===== config.mk =====
export PLATFORM = sky130hd
export DESIGN_NAME = ahbl_sram64_slave
export DESIGN_NICKNAME = d
export VERILOG_FILES = /design/src/rtl/ahbl_sram64_slave.sv
export SDC_FILE = /design/constraint.sdc
export NUM_CORES = 1
export LEC_CHECK = 0
export CAP_MARGIN = 5
export CORE_MARGIN = 5
export CORE_UTILIZATION = 25
export CTS_CLUSTER_DIAMETER = 120
export DETAILED_ROUTE_END_ITERATION = 10
export GPL_ROUTABILITY_DRIVEN = 0
export PLACE_DENSITY_LB_ADDON = 0.08
export SKIP_CTS_REPAIR_TIMING = 1
export SYNTH_ARGS = -nofsm -noshare
export SYNTH_HDL_FRONTEND = slang
export SYNTH_SLANG_ARGS = --single-unit
export TNS_END_PERCENT = 1

===== constraint.sdc =====
create_clock -name HCLK -period 8.8 [get_ports HCLK]
set_input_delay 1.76 -clock HCLK [delete_from_list [all_inputs] [get_ports HCLK]]
set_output_delay 1.76 -clock HCLK [all_outputs]
set_load 0.02 [all_outputs]

===== src/rtl/ahbl_sram64_slave.sv =====
// Purpose : AHB-lite slave for one 64-bit slot in front of a 1-cycle-latency single-port SRAM,
//           with a one-entry posted write buffer and read forwarding from that buffer.
// Latency : read/write data phase = 1+WAIT_STATES cycles; buffered writes drain in the next free cycle.
// Backpres: HREADYOUT low for wait states, plus one cycle when a write finds the buffer full behind a read.
//
// Ports:
//   HCLK, HRESET                 clock, asynchronous active-high reset
//   HSEL/HADDR/HTRANS/HWRITE/    AHB-lite address phase (qualified by HREADY)
//   HSIZE/HREADY
//   HWDATA                       write data (data phase)
//   HREADYOUT/HRDATA/HRESP       slave response (HRESP always OKAY)
//   mem_en/mem_we/mem_addr/      SRAM command port (one access per cycle)
//   mem_wbe/mem_wdata
//   mem_rdata                    SRAM read data, valid the cycle after a read strobe
module ahbl_sram64_slave #(
  parameter int AW          = 12,
  parameter int WAIT_STATES = 0
) (
  input  logic          HCLK,
  input  logic          HRESET,
  input  logic          HSEL,
  input  logic [31:0]   HADDR,
  input  logic [1:0]    HTRANS,
  input  logic          HWRITE,
  input  logic [2:0]    HSIZE,
  input  logic          HREADY,
  input  logic [63:0]   HWDATA,
  output logic          HREADYOUT,
  output logic [63:0]   HRDATA,
  output logic          HRESP,
  output logic          mem_en,
  output logic          mem_we,
  output logic [AW-1:0] mem_addr,
  output logic [7:0]    mem_wbe,
  output logic [63:0]   mem_wdata,
  input  logic [63:0]   mem_rdata
);

  localparam logic [2:0] LP_WS = 3'(WAIT_STATES);

  typedef enum logic [1:0] {S_IDLE, S_RD, S_WR} state_t;

  // Transfer in data phase
  state_t        r_state;
  logic [AW-1:0] r_addr;
  logic [7:0]    r_lanes;   // byte lanes are derived from HSIZE/HADDR at accept time
  logic [2:0]    r_wcnt;

  // Posted write buffer
  logic          r_buf_vld;
  logic [AW-1:0] r_buf_addr;
  logic [7:0]    r_buf_wbe;
  logic [63:0]   r_buf_data;

  logic [63:0]   r_hrdata;

  logic          w_accept;
  logic          w_rd_accept;
  logic          w_rd_pending;
  logic          w_final;
  logic          w_stall;
  logic          w_ready;
  logic          w_drain;
  logic          w_capture;
  logic          w_first_rd;
  logic          w_fwd_hit;
  logic [7:0]    w_lanes;
  logic [63:0]   w_merged;
  logic [AW-1:0] w_haddr_word;
  logic          w_unused;

  // Upper address bits alias; HTRANS[0] (SEQ vs NONSEQ) makes no difference here.
  assign w_unused     = &{1'b0, HTRANS[0], HADDR[31:AW+3], HADDR[2:0] == 3'd0};
  assign w_haddr_word = HADDR[AW+2:3];

  always_comb begin
    w_lanes = 8'hFF;
    case (HSIZE)
      3'd0:    w_lanes = 8'h01 << HADDR[2:0];
      3'd1:    w_lanes = 8'h03 << {HADDR[2:1], 1'b0};
      3'd2:    w_lanes = HADDR[2] ? 8'hF0 : 8'h0F;
      default: w_lanes = 8'hFF;
    endcase
  end

  assign w_final = (r_state != S_IDLE) && (r_wcnt == LP_WS);

  // A read waiting in the address phase is detected without HREADY, so the
  // full-buffer stall does not form a combinational loop through the decoder.
  assign w_rd_pending = HSEL & HTRANS[1] & ~HWRITE;
  assign w_stall      = (r_state == S_WR) & w_final & r_buf_vld & w_rd_pending;
  assign w_ready      = (r_state == S_IDLE) | (w_final & ~w_stall);

  assign w_accept    = HSEL & HREADY & HTRANS[1] & ~HRESET;
  assign w_rd_accept = w_accept & ~HWRITE;
  assign w_drain     = r_buf_vld & ~w_rd_accept;
  assign w_capture   = (r_state == S_WR) & w_final & ~w_stall;
  assign w_first_rd  = (r_state == S_RD) & (r_wcnt == 3'd0);
  assign w_fwd_hit   = r_buf_vld & (r_buf_addr == r_addr);

  always_comb begin
    w_merged = mem_rdata;
    for (int i = 0; i < 8; i++) begin
      if (w_fwd_hit && r_buf_wbe[i]) begin
        w_merged[8*i +: 8] = r_buf_data[8*i +: 8];
      end
    end
  end

  // Read data is live from the SRAM in the first data cycle and held afterwards.
  assign HRDATA    = w_first_rd ? w_merged : r_hrdata;
  assign HREADYOUT = w_ready;
  assign HRESP     = 1'b0;

  assign mem_en    = w_rd_accept | w_drain;
  assign mem_we    = w_drain;
  assign mem_addr  = w_rd_accept ? w_haddr_word : r_buf_addr;
  assign mem_wbe   = w_drain ? r_buf_wbe : 8'h00;
  assign mem_wdata = r_buf_data;

  always_ff @(posedge HCLK or posedge HRESET) begin
    if (HRESET) begin
      r_state    <= S_IDLE;
      r_addr     <= '0;
      r_lanes    <= 8'h00;
      r_wcnt     <= 3'd0;
      r_buf_vld  <= 1'b0;
      r_buf_addr <= '0;
      r_buf_wbe  <= 8'h00;
      r_buf_data <= 64'd0;
      r_hrdata   <= 64'd0;
    end else begin
      if (w_accept) begin
        r_state <= HWRITE ? S_WR : S_RD;
        r_addr  <= w_haddr_word;
        r_lanes <= w_lanes;
      end else if (w_ready) begin
        r_state <= S_IDLE;
      end

      // Counter holds at the final value during a full-buffer stall.
      if (w_ready || w_accept) begin
        r_wcnt <= 3'd0;
      end else if (!w_final) begin
        r_wcnt <= r_wcnt + 3'd1;
      end

      // A capture at the same edge as a drain simply replaces the drained entry.
      if (w_capture) begin
        r_buf_vld  <= 1'b1;
        r_buf_addr <= r_addr;
        r_buf_wbe  <= r_lanes;
        r_buf_data <= HWDATA;
      end else if (w_drain) begin
        r_buf_vld  <= 1'b0;
      end

      if (w_first_rd) begin
        r_hrdata <= w_merged;
      end
    end
  end

endmodule


## Word level (Yosys, flattened, before mapping)

Index checks and enable logic that the tools add are counted.
W data, S select, Z words.

| word-level totals | value |
|---|---|
| flip-flop bits (word level) | 174 |
| input port bits | 170 |
| output and inout bits | 152 |
| logic and storage cells | 74 |

| operators by class | value |
|---|---|
| add/sub/neg operators | 1 |
| equal/unequal tests | 6 |
| shifts and indexed selects | 2 |
| mux-type cells | 20 |
| bitwise logic cells | 20 |
| reduce and logical (&&, ||, !) cells | 16 |

Operators by type and width:

| kind | count |
|---|---|
| $mux W8 | 10 |
| $mux W64 | 1 |
| $pmux W8 S3 | 1 |
| $and A1 B1 Y1 | 14 |
| $eq A12 B12 Y1 | 1 |
| $mux W12 | 1 |
| $logic_and A1 B1 Y1 | 9 |
| $shl A1 B3 Y8 const A | 1 |
| $shl A2 B3 Y8 const A | 1 |
| $logic_not A3 Y1 | 2 |
| $mux W2 | 3 |
| $mux W3 | 2 |
| $reduce_bool A2 Y1 | 3 |
| $not A1 Y1 | 4 |
| $add A3 B1 Y3 const B | 1 |
| $eq A3 B1 Y1 const B | 1 |
| $eq A3 B2 Y1 const B | 1 |
| $eq A2 B1 Y1 const B | 1 |
| $eq A2 B2 Y1 const B | 1 |
| $logic_not A2 Y1 | 1 |
| $mux W1 | 2 |
| $ne A2 B1 Y1 const B | 1 |
| $or A1 B1 Y1 | 2 |
| $logic_or A1 B1 Y1 | 1 |

## Logic depth before layout (Yosys ltp)

Gate-level depths: netlist of the first run.

| logic depth | value |
|---|---|
| depth after elaboration | 10 |
| depth in mapped cells | 8 |
| gate-level depth less buffers | 6 |

## Worst setup path after synthesis of the first run

Ideal clock, no wire load.

| timing | value |
|---|---|
| path kind | input to register |
| start | in HRESET |
| end | reg r_lanes[0] |
| library setup time | 0.077 ns |
| data arrival time | 6.364 ns |
| data required time | 8.723 ns |
| slack | 2.358 ns |
| stages on the path | 5 |
| path buffers | 1 |
| cell sequence | inv_1 and4_1 clkbuf_1 nor2_1 a21oi_1 |

| between the ends | value |
|---|---|
| cells in the longest elaborated chain, start to end | 2 |

RTL lines:

| element | RTL line | RTL |
|---|---|---|
| start: declaration | 20 | `input logic HRESET,` |
| $not A1 Y1 | 94 | `assign w_accept = HSEL & HREADY & HTRANS[1] & ~HRESET;` |
| $and A1 B1 Y1 | 94 |  |
| end signal: assignment | 136 | `r_lanes <= w_lanes;` |
| end: declaration | 46 | `logic [7:0] r_lanes;` |

Every way passes these cells.
A chain may end at the register's enable or synchronous reset.

## Worst setup path after layout of the first run

| timing | value |
|---|---|
| start | in HRESET |
| end | out mem_wbe[4] |

| between the ends | value |
|---|---|
| cells in the longest elaborated chain, start to end | 6 |

RTL lines:

| element | RTL line | RTL |
|---|---|---|
| $not A1 Y1 | 94 |  |
| $and A1 B1 Y1 | 94 |  |
| $and A1 B1 Y1 | 95 | `assign w_rd_accept = w_accept & ~HWRITE;` |
| $not A1 Y1 | 96 | `assign w_drain = r_buf_vld & ~w_rd_accept;` |
| $and A1 B1 Y1 | 96 |  |
| $mux W8 | 118 | `assign mem_wbe = w_drain ? r_buf_wbe : 8'h00;` |
| end: declaration | 34 | `output logic [7:0] mem_wbe,` |

Every way passes these cells.

==> summary.md, run 1 <==
For the row count, the log shows 68. The via count of the first global-routing pass is 7964, and the share of the clock period used by the worst path after layout is 0.7345. In this run the clock root is driven by a sky130_fd_sc_hd__clkbuf_16.

The quantity of I/O buffers inserted on ports was 302. The slowest stage of the critical path is the sky130_fd_sc_hd__nand4b_1 cell. Traced cell by cell, the critical path runs through clkdlybuf4s50_1 > nand4b_1 > or2_2 > and3_1 > clkdlybuf4s50_1. The fraction of final layout cells with drive strength greater than 1 is 0.1320. Initial standard-cell utilization of the core: 0.2528.

Counting the fill cells in the layout gives 3546. Internal power comes to 1.830 mW. The maximum achievable frequency is 0.1547 GHz, and the post-synthesis to final-layout area growth is 43.90%. The run gives 0.3584 as the headroom to the max-slew limit. Among the stages of the critical path, the cell type that occurs most often is sky130_fd_sc_hd__clkdlybuf4s50_1.

Counting both buffers and inverters, the worst setup path holds a total of 2. The launching instance or port of the critical path was HRESET. The Yosys step of the flow raised 0 warnings. The clock network fraction of total power is 0.235. After layout, the minimum clock period comes to 6.464 ns. The max-slew violation count was 0. The switching share of total power is 0.3890. The fraction of registers with async set/reset came out at 1.000. The clock passes through at most 2 buffers.

The flop and latch count out of synthesis is 174. Net switching component of the power: 1.165 mW. Average cell area after synthesis: 10.55 um2.

After legalization and detailed placement, the total HPWL measured 21.80 mm. The number of antenna violations at the first check in global routing was 2. The run gives 998 as the number of nets produced by synthesis. The first global-routing pass estimated 51.09 mm of wire.

The clock-pin slew on the worst setup and hold paths is 0.06 ns, and the total power density per cell area is 239.0 nW/um2. The run gives 138.6 uV as the worst ir drop on vdd. For the pin with the worst max-slew slack, the measured transition is 0.9624 ns. The setup TNS is 0 ns. The run finished with clean final reports.

Kind of start point of the critical path: an input pin. The count of vias placed by the detailed router is 7772, and the detailed-route wire length per cell is 21.69 um. In this run the critical register-to-register path is launched from r_buf_vld$_DFFE_PP0P_. In this run the critical register-to-register path is captured at mem_wdata[41]$_DFFE_PP0P_. Max-cap violations in this run came to 0.

The number of top-level design ports was 322; the cell depth of the worst flop-to-flop path was 5. Setup repair after global routing left no endpoint under its margin. For this design, the sink count on the clock tree is 174. CTS built an H-tree with a depth of 4. Number of nets at the end of the flow: 1237.

For this run, the leading register cell type out of synthesis is sky130_fd_sc_hd__dfrtp_1. Clock tree synthesis inserted a total of 17 buffers. STA puts the critical path data required time at 7.04 ns. The count of nets left with antenna violations once routing finished came out at 0.

The min-delay analysis places its worst path in the category register to register. The worst hold path depth was 1. The share of the core filled with cells in the final layout came out at 0.3638. The die area came out at 38680 um2. Across the routed clock network, the largest skew measured is 0.009991 ns.

The maximum fanout along the worst path is 18, and the static power due to leakage is 4.646 nW. Sum of overflow across all layers after global routing: 0. The end point of the critical path is mem_wbe[4]. The global-route usage over all layers was 0.1686; the number of standard cells after synthesis was 826. The worst setup path category is input pin to output port. The insertion delay to the later sink of the worst-skew pair is 0.44 ns. For this run, the slowest stage of the critical path takes 0.84 ns. The number of enable-type register cells in the synthesized netlist came out at 0. The detailed router finished its first iteration with 449 violations.

TritonCTS built the clock tree. For the combinational fraction of design power, the log shows 0.385. The logs give 33.23 mm for the final wirelength and 37 for the number of distinct library cell variants in the gate-level netlist after synthesis.

Setup violations remaining at the end of the flow were counted as 0. The largest net degree at the start of global routing is 107, and the sequential cell area fraction in the yosys report is 0.4999. The number of iterations in the first detailed-routing pass is 5.

Capturing element type of the critical path: an output port. The post-route DRC violation count was 0. The logs give 0 for the number of hold-slack violations in the final timing report and 34460 um2 for the core region area. Among cell families on the critical path, the largest total delay comes from simple AND/OR/NAND/NOR gates. From bottom edge to top edge, the die measures 196.7 um. Width of the chip: 196.7 um.

After detailed routing, the number of vias per cell comes to 5.073. Share of total power in sequential cells: 0.380. The critical path runs through a total of 5 cells. The run gives 4.70 ns as the data arrival at the endpoint of the critical path. For flop-to-flop paths, the worst setup slack is 5.81 ns. Synthesized cell area: 8711 um2.
-- cell families after synthesis --
kind of cell	synth area share
AO/OA/AOI/OAI	0.1231
XOR/XNOR	0.01393
adder cells (fa/ha/maj)	0.002872
buffers and inverters	0.05214
flip-flops	0.4999
multiplexers	0.1264
other	0.0004305
AND/OR/NAND/NOR	0.1813
-- layer usage --
metal,track usage,part of all wire,routed length [um],vias up
met2,0.2650,0.47,15740,214
met4,0.03955,0.014,467,2
met3,0.04222,0.055,1826,23
met5,0,0.00039,13,-
met1,0.2355,0.46,15180,3855
li1,-,-,-,3678
-- per-stage QoR --
stage               cells  setup slack [ns]  power (mW)  hold slack [ns]  instance area [um2]
floorplan             826             2.310       1.754           0.4814                 8711
global placement     1501             2.272       2.322           0.4984                12010
detailed placement   1501             2.322       2.325           0.5000                12010
CTS                  1531             2.324       3.047           0.5191                12530
global route         1532             2.142       3.167           0.5322                12530
finish               1532             2.336       2.995           0.5148                12530
-- Yosys cell counts (6+ instances only) --
cell | n | area [um2]
sky130_fd_sc_hd__nor2_1 | 81 | 304.0
sky130_fd_sc_hd__or4_1 | 64 | 480.5
sky130_fd_sc_hd__dfrtp_1 | 174 | 4354
sky130_fd_sc_hd__xnor2_1 | 12 | 105.1
sky130_fd_sc_hd__buf_4 | 7 | 52.55
sky130_fd_sc_hd__clkbuf_1 | 53 | 198.9
sky130_fd_sc_hd__and3_1 | 8 | 50.05
sky130_fd_sc_hd__nand3_1 | 11 | 55.05
sky130_fd_sc_hd__mux2_2 | 96 | 1081
sky130_fd_sc_hd__nand2_1 | 48 | 180.2
sky130_fd_sc_hd__o41ai_1 | 64 | 560.5
sky130_fd_sc_hd__buf_2 | 33 | 165.2
sky130_fd_sc_hd__a31oi_1 | 64 | 400.4
sky130_fd_sc_hd__a21oi_1 | 8 | 40.04
sky130_fd_sc_hd__inv_1 | 6 | 22.52
sky130_fd_sc_hd__nand4_1 | 68 | 425.4
-- sequential cells by signal, summed over array words and instances (netlist names) --
register    cells
mem_wdata      64
r_addr         12
r_buf_addr     12
r_buf_vld       1
r_buf_wbe       8
r_hrdata       64
r_lanes         8
r_state         2
r_wcnt          3
-- worst min-delay path by stage --
stage | start | endpoint | slack (ns)
2_1_floorplan | r_lanes[0]$_DFFE_PP0N_ | r_buf_wbe[0]$_DFFE_PP0P_ | 0.48
3_3_place_gp | r_lanes[3]$_DFFE_PP0N_ | r_buf_wbe[3]$_DFFE_PP0P_ | 0.50
3_5_place_dp | r_lanes[3]$_DFFE_PP0N_ | r_buf_wbe[3]$_DFFE_PP0P_ | 0.50
4_1_cts | r_lanes[3]$_DFFE_PP0N_ | r_buf_wbe[3]$_DFFE_PP0P_ | 0.52
5_1_grt | r_lanes[3]$_DFFE_PP0N_ | r_buf_wbe[3]$_DFFE_PP0P_ | 0.53
6_report | r_lanes[3]$_DFFE_PP0N_ | r_buf_wbe[3]$_DFFE_PP0P_ | 0.51
-- power groups by stage --
stage               sequential (mW)  combinational [mW]  clock, mW
global route                   1.16                1.24      0.762
floorplan                      1.16               0.591          0
CTS                            1.14                1.17      0.733
finish                         1.14                1.15      0.702
detailed placement             1.16                1.17          0
global placement               1.15                1.17          0
-- final cells by class --
type	instances	area, um2	area share
antenna	1	2.502	0.0001996
clock buffer	24	481.7	0.03843
clock inverter	6	38.79	0.003094
inverter	6	30.03	0.002396
multi-input combinational	551	3934	0.3138
sequential	174	4358	0.3477
tap	455	569.3	0.04542
timing repair buffer	315	3120	0.2490
-- layout by cell type (no fill, tap or decap), types with 2 or more instances in the layout --
cell type                         synthesis  layout
sky130_fd_sc_hd__nand4b_1                 2       2
sky130_fd_sc_hd__clkinvlp_4               0       2
sky130_fd_sc_hd__o211a_1                  2       2
sky130_fd_sc_hd__a31oi_1                 64      64
sky130_fd_sc_hd__mux2_2                  96      96
sky130_fd_sc_hd__nand2_1                 48      48
sky130_fd_sc_hd__xnor2_1                 12      12
sky130_fd_sc_hd__o31a_1                   2       2
sky130_fd_sc_hd__clkbuf_8                 0       3
sky130_fd_sc_hd__o41ai_1                 64      64
sky130_fd_sc_hd__or4_1                   64      64
sky130_fd_sc_hd__or2_2                    2       2
sky130_fd_sc_hd__clkinv_2                 0       3
sky130_fd_sc_hd__clkbuf_1                53       4
sky130_fd_sc_hd__ha_1                     2       2
sky130_fd_sc_hd__nand4_1                 68      68
sky130_fd_sc_hd__nor2b_1                  2       2
sky130_fd_sc_hd__clkbuf_16                0      17
sky130_fd_sc_hd__mux2i_1                  2       2
sky130_fd_sc_hd__buf_4                    7      13
sky130_fd_sc_hd__nand3_1                 11      10
sky130_fd_sc_hd__dfrtp_1                174     173
sky130_fd_sc_hd__a21oi_1                  8       8
sky130_fd_sc_hd__o21ai_0                  2       2
sky130_fd_sc_hd__nor2_1                  81      80
sky130_fd_sc_hd__inv_1                    6       5
sky130_fd_sc_hd__clkdlybuf4s50_1          0     302
sky130_fd_sc_hd__and3_1                   8       8
Note: power is estimated with default switching activity, not from simulation.
==> run 2: changes to the inputs <==
==> constraint.sdc (replaced) <==
create_clock -name HCLK -period 5.75 [get_ports HCLK]
set_input_delay 1.15 -clock HCLK [delete_from_list [all_inputs] [get_ports HCLK]]
set_output_delay 1.15 -clock HCLK [all_outputs]
set_load 0.02 [all_outputs]
==> run 2 against run 1 <==
Net effect: flip-flop and latch count unchanged; worst setup slack worse by 1.5 ns; largest power group unchanged; clock power up 71%.
==> summary.md, run 2 (synthesis results as in run 1) <==
The tools report the number of antenna violations at the first check in global routing as 0. The clock passes through at most 2 buffers. The routed layout has 7716 vias. The tools report the global-route usage over all layers as 0.1686.

The total overflow left after global routing is 0. Clock tree synthesis found a total of 174 sinks. Entering global routing, the biggest net connects 175 pins.

Along the worst path, the maximum fanout reaches 64. The clock tree synthesis step divided the H-tree into 4 levels. The path category of the worst min-delay check was register to register. The area growth from synthesis to layout is 45.48%.

The max-slew violation count was 0. The insertion delay to the later sink of the worst-skew pair was 0.44 ns; the overall die height was 196.7 um. At the pin with the least slew margin, the transition time is 1.177 ns. The HPWL after detailed placement is 21.67 mm. The die area was 38680 um2; the core region area was 34460 um2. Setup violations remaining at the end of the flow were counted as 0.

Walking the worst path, the cells encountered are xnor2_1 > nand3_4 > buf_4 > or4_1 > a31oi_1 > clkdlybuf4s50_1. The tools report the buffer cell driving the clock tree root as sky130_fd_sc_hd__clkbuf_16. TritonCTS built the clock tree. In the layout the commonest cells are sky130_fd_sc_hd__clkdlybuf4s50_1, sky130_fd_sc_hd__dfrtp_1, sky130_fd_sc_hd__mux2_2, sky130_fd_sc_hd__nor2_1, sky130_fd_sc_hd__nand4_1. The worst setup path is launched from a register.

The worst register-to-register path begins at r_buf_vld$_DFFE_PP0P_. The worst hold path begins at r_lanes[2]$_DFFE_PP0N_. Max-cap violations in this run came to 0.

In this run the core area contains 68 standard-cell rows. The worst hold path terminates at r_buf_wbe[2]$_DFFE_PP0P_. After detailed routing, the number of remaining DRC violations is 0.

The worst setup path is captured at an output port. The worst setup path is of the register to output port kind. The run gives 0.5104 ns as the final worst hold slack. In the final design database the tool counted 1239 nets. The run gives 0 as the remaining antenna violation count after routing. The fraction of final layout cells with drive strength greater than 1 works out to 0.1370.

The run gives 0.2528 as the initial standard-cell utilization of the core. The flow ran to the end, and the final reports show no timing, DRC or antenna violations. The number of cells after detailed placement came out at 1503.

The number of hold-slack violations in the final timing report came out at 0. Dividing the detail-routed wire length by the instance count gives 21.60 um. The total power density per cell area was 374.6 nW/um2. The number of diodes added for antenna fixing came out at 0. The quantity of I/O buffers inserted on ports is 302. The final critical-path required period works out to 4.954 ns. The largest individual stage delay along the critical path comes from the cell sky130_fd_sc_hd__clkdlybuf4s50_1. The number of cells on the worst reg-to-reg path is 4. For the via count of the first global-routing pass, the log shows 7953. The run gives 5 as the number of iterations in the first detailed-routing pass.

The worst register-to-register path ends at mem_wdata[34]$_DFFE_PP0P_. In this run the horizontal extent of the chip is 196.7 um. Worst hold path depth: 1. The analysis attributes to cell leakage a power of 4.711 nW.

The maximum achievable frequency is 0.2019 GHz. Setup repair after global routing left no endpoint under its margin. The largest single stage delay on the critical path is 0.69 ns. VDD sags by at most 233.6 uV. The layout has 3523 filler cells.

The run gives 322 as the number of top-level design ports. The share of the clock period used by the worst path after layout was 0.8616; the first-pass GRT wire length was 50.92 mm. The number of clock buffers added by TritonCTS is 17. At the worst endpoint, the arrival time is 3.80 ns. The clock-pin slew on the worst setup and hold paths is 0.07 ns.

After detailed routing, the number of vias per cell comes to 5.027. Headroom to the max-slew limit: 0.2151. For the worst setup path, the data required time is 4.60 ns. The number of DRC markers in iteration 0 is 339, and the count of placed standard cells in the final layout, fillers left out is 1535.

After layout, the design draws a total of 4.747 mW. Setup total negative slack on the finished layout was measured at 0 ns. Clock skew: 0.01083 ns. The leading cell type in the layout, fill and taps excluded is sky130_fd_sc_hd__clkdlybuf4s50_1. The slack of the worst reg-to-reg path is 2.70 ns, and the final wirelength is 33.15 mm.
-- run 2: cell count changes in the layout (fill, tap and decap cells not counted), moves of 2 or more --
cell	delta
sky130_fd_sc_hd__bufinv_16	+2
sky130_fd_sc_hd__buf_12	+5
sky130_fd_sc_hd__clkbuf_1	-2
sky130_fd_sc_hd__buf_4	-3
-- run 2: final cells by class --
| class | count | area, um2 | area share |
|---|---|---|---|
| Timing Repair Buffer | 317 | 3198 | 0.2524 |
| Sequential cell | 174 | 4358 | 0.3439 |
| Inverter | 6 | 26.28 | 0.002073 |
| Clock buffer | 22 | 474.2 | 0.03742 |
| Tap cell | 455 | 569.3 | 0.04492 |
| Multi-Input combinational cell | 551 | 3934 | 0.3104 |
| Clock inverter | 10 | 112.6 | 0.008886 |
-- run 2: worst max path at each step --
stage	to	slack, ns	start
after global routing	HRDATA[63]	0.54	r_buf_addr[7]$_DFFE_PP0P_
after detailed placement	HRDATA[56]	1.26	r_buf_addr[2]$_DFFE_PP0P_
after floorplan	r_lanes[0]$_DFFE_PP0N_	0.82	HRESET
after global placement	HRDATA[56]	1.27	r_buf_addr[2]$_DFFE_PP0P_
final	HRDATA[56]	0.80	r_buf_addr[2]$_DFFE_PP0P_
after CTS	HRDATA[56]	0.76	r_buf_addr[2]$_DFFE_PP0P_
-- run 2: worst max-delay path: cells and delay by family, from the launching register on --
family	cells	cell delay, ns
flip-flops	1	0.41
buffers and inverters	2	1.22
AND/OR/NAND/NOR	2	1.11
XOR/XNOR	1	0.28
AO/OA/AOI/OAI	1	0.25
-- run 2: stage by stage --
step	worst slack, ns	cell area (um2)	util
finish	0.7961	12670	0.3678
global route	0.5401	12670	0.3678
CTS	0.7621	12670	0.3678
detailed placement	1.256	12090	0.3507
global placement	1.265	12090	0.3507
floorplan	0.8158	8715	-
-- run 2: per-layer routing --
metal  vias to the layer above  global-route usage  wire length (um)
met3                        18             0.04085              1676
met5                         -                   0                 0
met1                      3834              0.2319             15220
li1                       3673                   -                 -
met4                         0             0.04289               388
met2                       191              0.2688             15870
-- run 2: power breakdown --
part / leakage (nW) / switching [mW] / total, mW / internal (mW)
Sequential: 2.02 / 0.247 / 1.74 / 1.49
Clock: 0.286 / 0.530 / 1.20 / 0.675
Combinational: 2.40 / 1.05 / 1.80 / 0.756
Total: 4.71 / 1.82 / 4.75 / 2.92
==> run 3: changes to the inputs <==
--- a/config.mk
+++ b/config.mk
@@ -11,6 +11,7 @@
 export CTS_CLUSTER_DIAMETER = 120
 export DETAILED_ROUTE_END_ITERATION = 10
 export GPL_ROUTABILITY_DRIVEN = 0
+export MAX_ROUTING_LAYER = met4
 export PLACE_DENSITY_LB_ADDON = 0.08
 export SKIP_CTS_REPAIR_TIMING = 1
 export SYNTH_ARGS = -nofsm -noshare
==> run 3 against run 2 <==
Net effect: die area unchanged; cell count unchanged; first-iteration DRC count up 8.6%; non-clock buffer count stayed put; cell area unchanged; clock skew is essentially flat; clock-buffer cell count stayed put; fmax about the same; largest cell class unchanged; largest power group unchanged.
==> summary.md, run 3 (synthesis results as in run 1) <==
Summed over all layers, the global routing overflow is 0. The row count is 68. The quantity of I/O buffers inserted on ports was 302; the width of the chip was 196.7 um. Of all nets on the critical path, the largest fanout is 64.

For this block, the routed nets add up to 33.21 mm of wire. At the pin with the least slew margin, the transition time is 1.336 ns. Detailed placement finished with a half-perimeter wire length of 21.67 mm. The fraction of final layout cells with drive strength greater than 1 is 0.1370. The max capacitance violation total is 0, and the worst ir drop on vdd is 236.6 uV. The headroom to the max-slew limit is 0.1091, and the static power due to leakage is 4.711 nW. The clock net in this run drives a total of 174 sinks.

The area occupied by multi-input gates was 3934 um2. In the final design database the tool counted 1239 nets. Once layout is done, the placed cells without fillers occupy 12670 um2. The count of vias placed by the detailed router was 7729.

Capturing element type of the critical path: an output port. The number of antenna violations at the first check in global routing came out at 0. The tools report the largest net degree at the start of global routing as 175. The share of the clock period used by the worst path after layout works out to 0.8611. By startpoint and endpoint, the worst setup path is classified as register to output port.

The pre-antenna-repair detailed-routing pass consisted of 5 iterations. The clock-pin slew on the worst setup and hold paths came out at 0.07 ns. In the routed design, unresolved DRC markers number 0. The number of diodes added for antenna fixing is 0. Pin placement for this block handled 322 I/O pins. STA puts the critical path data arrival time at 3.80 ns. The via count of the first global-routing pass is 7943.

The logs give 0 for the number of hold-slack violations in the final timing report and 0.1739 for the global-route usage over all layers. The clock skew was 0.01048 ns; the die area was 38680 um2. The post-synthesis to final-layout area growth was 45.48%; the maximum clock insertion buffer count was 2. Traced cell by cell, the critical path runs through xnor2_1 > nand3_4 > buf_4 > or4_1 > a31oi_1 > clkdlybuf4s50_1.

The clock tree synthesis step divided the H-tree into 4 levels. The layout has 3523 filler cells. Adding up every negative setup slack in the final design gives 0 ns. The worst hold path belongs to the class register to register.

For the number of DRC markers in iteration 0, the log shows 368. The sequential cells in the finished layout cover a total of 4358 um2. STA classifies the critical path startpoint as a register. Setup repair after global routing left no endpoint under its margin. TritonCTS built the clock tree.

The tree is rooted in a sky130_fd_sc_hd__clkbuf_16. The library cells used most frequently in the layout, excluding fill and tap cells, are sky130_fd_sc_hd__clkdlybuf4s50_1, sky130_fd_sc_hd__dfrtp_1, sky130_fd_sc_hd__mux2_2, sky130_fd_sc_hd__nor2_1, sky130_fd_sc_hd__nand4_1. The total power density per cell area was 374.7 nW/um2; the final critical-path required period was 4.951 ns.

The delay of the slowest critical-path stage is 0.68 ns. Critical path's slowest cell: sky130_fd_sc_hd__clkdlybuf4s50_1. The maximum achievable frequency came out at 0.2020 GHz. After detailed routing, the average wire length per cell comes to 21.63 um. The logs give 0.2528 for the initial standard-cell utilization of the core and 0 for the remaining antenna violation count after routing.

The max-slew violation count was 0; the clock buffer count from CTS was 17. At the later pin of the worst-skew pair, clock insertion delay measures 0.44 ns. The total setup violations reported at the end of the flow was 0. The run finished with clean final reports. The leading cell type in the layout, fill and taps excluded was sky130_fd_sc_hd__clkdlybuf4s50_1. In this run the cell area measured after placement is 12090 um2. The tools report the first-pass GRT wire length as 50.92 mm. The floorplan step defined a core boundary enclosing 34460 um2. Overall die height: 196.7 um. The ratio of routed vias to standard cells was 5.035; the required time of the worst setup path was 4.60 ns.
==> run 3: cell counts in the layout (fill, tap and decap cells not counted) <==
No cell type changed its count.
==> run 3: worst paths after layout <==
kind,startpoint,to,slack [ns],depth (start not counted)
worst max-delay path,r_buf_addr[2]$_DFFE_PP0P_,HRDATA[56],0.80,6
worst min register to register,r_lanes[2]$_DFFE_PP0N_,r_buf_wbe[2]$_DFFE_PP0P_,0.51,1
worst min-delay path,r_lanes[2]$_DFFE_PP0N_,r_buf_wbe[2]$_DFFE_PP0P_,0.51,1
worst max register to register,r_buf_vld$_DFFE_PP0P_,mem_wdata[34]$_DFFE_PP0P_,2.73,4
min in group asynchronous,HRESET,r_buf_addr[7]$_DFFE_PP0P_,1.21,3
max in group asynchronous,HRESET,r_buf_vld$_DFFE_PP0P_,3.23,3
==> run 3: critical path: cells and delay by family (launching register included) <==
kind	cells	cell delay [ns]
AO/OA/AOI/OAI	1	0.24
flip-flops	1	0.41
AND/OR/NAND/NOR	2	1.10
XOR/XNOR	1	0.28
buffers and inverters	2	1.21
==> run 3: report_power, final <==
part	switching [mW]	total, mW	internal (mW)
clock	0.530	1.20	0.675
sequential	0.248	1.74	1.49
combinational	1.05	1.80	0.756
total	1.82	4.75	2.92
==> run 3: layout make-up <==
| type | instances | share of cell area |
|---|---|---|
| clock inverter | 10 | 0.008886 |
| multi-input combinational | 551 | 0.3104 |
| inverter | 6 | 0.002073 |
| timing repair buffer | 317 | 0.2524 |
| sequential | 174 | 0.3439 |
| tap | 455 | 0.04492 |
| clock buffer | 22 | 0.03742 |
==> run 3: metrics by stage <==
stage	utilization	power, mW	std cells	worst slack [ns]	hold WS (ns)
2_1_floorplan	-	2.685	826	0.8158	0.4814
6_report	0.3678	4.749	1535	0.7987	0.5109
5_1_grt	0.3678	5.010	1535	0.5470	0.5316
3_3_place_gp	0.3507	3.583	1503	1.265	0.4998
3_5_place_dp	0.3507	3.588	1503	1.256	0.5022
4_1_cts	0.3678	4.822	1535	0.7621	0.5179
==> run 3: per-layer routing <==
metal | wire, um | track usage | vias to the layer above
met4 | 388 | 0.04289 | 0
met2 | 15910 | 0.2696 | 218
met5 | 0 | - | -
met1 | 15300 | 0.2332 | 3826
met3 | 1610 | 0.03863 | 21
li1 | - | - | 3664
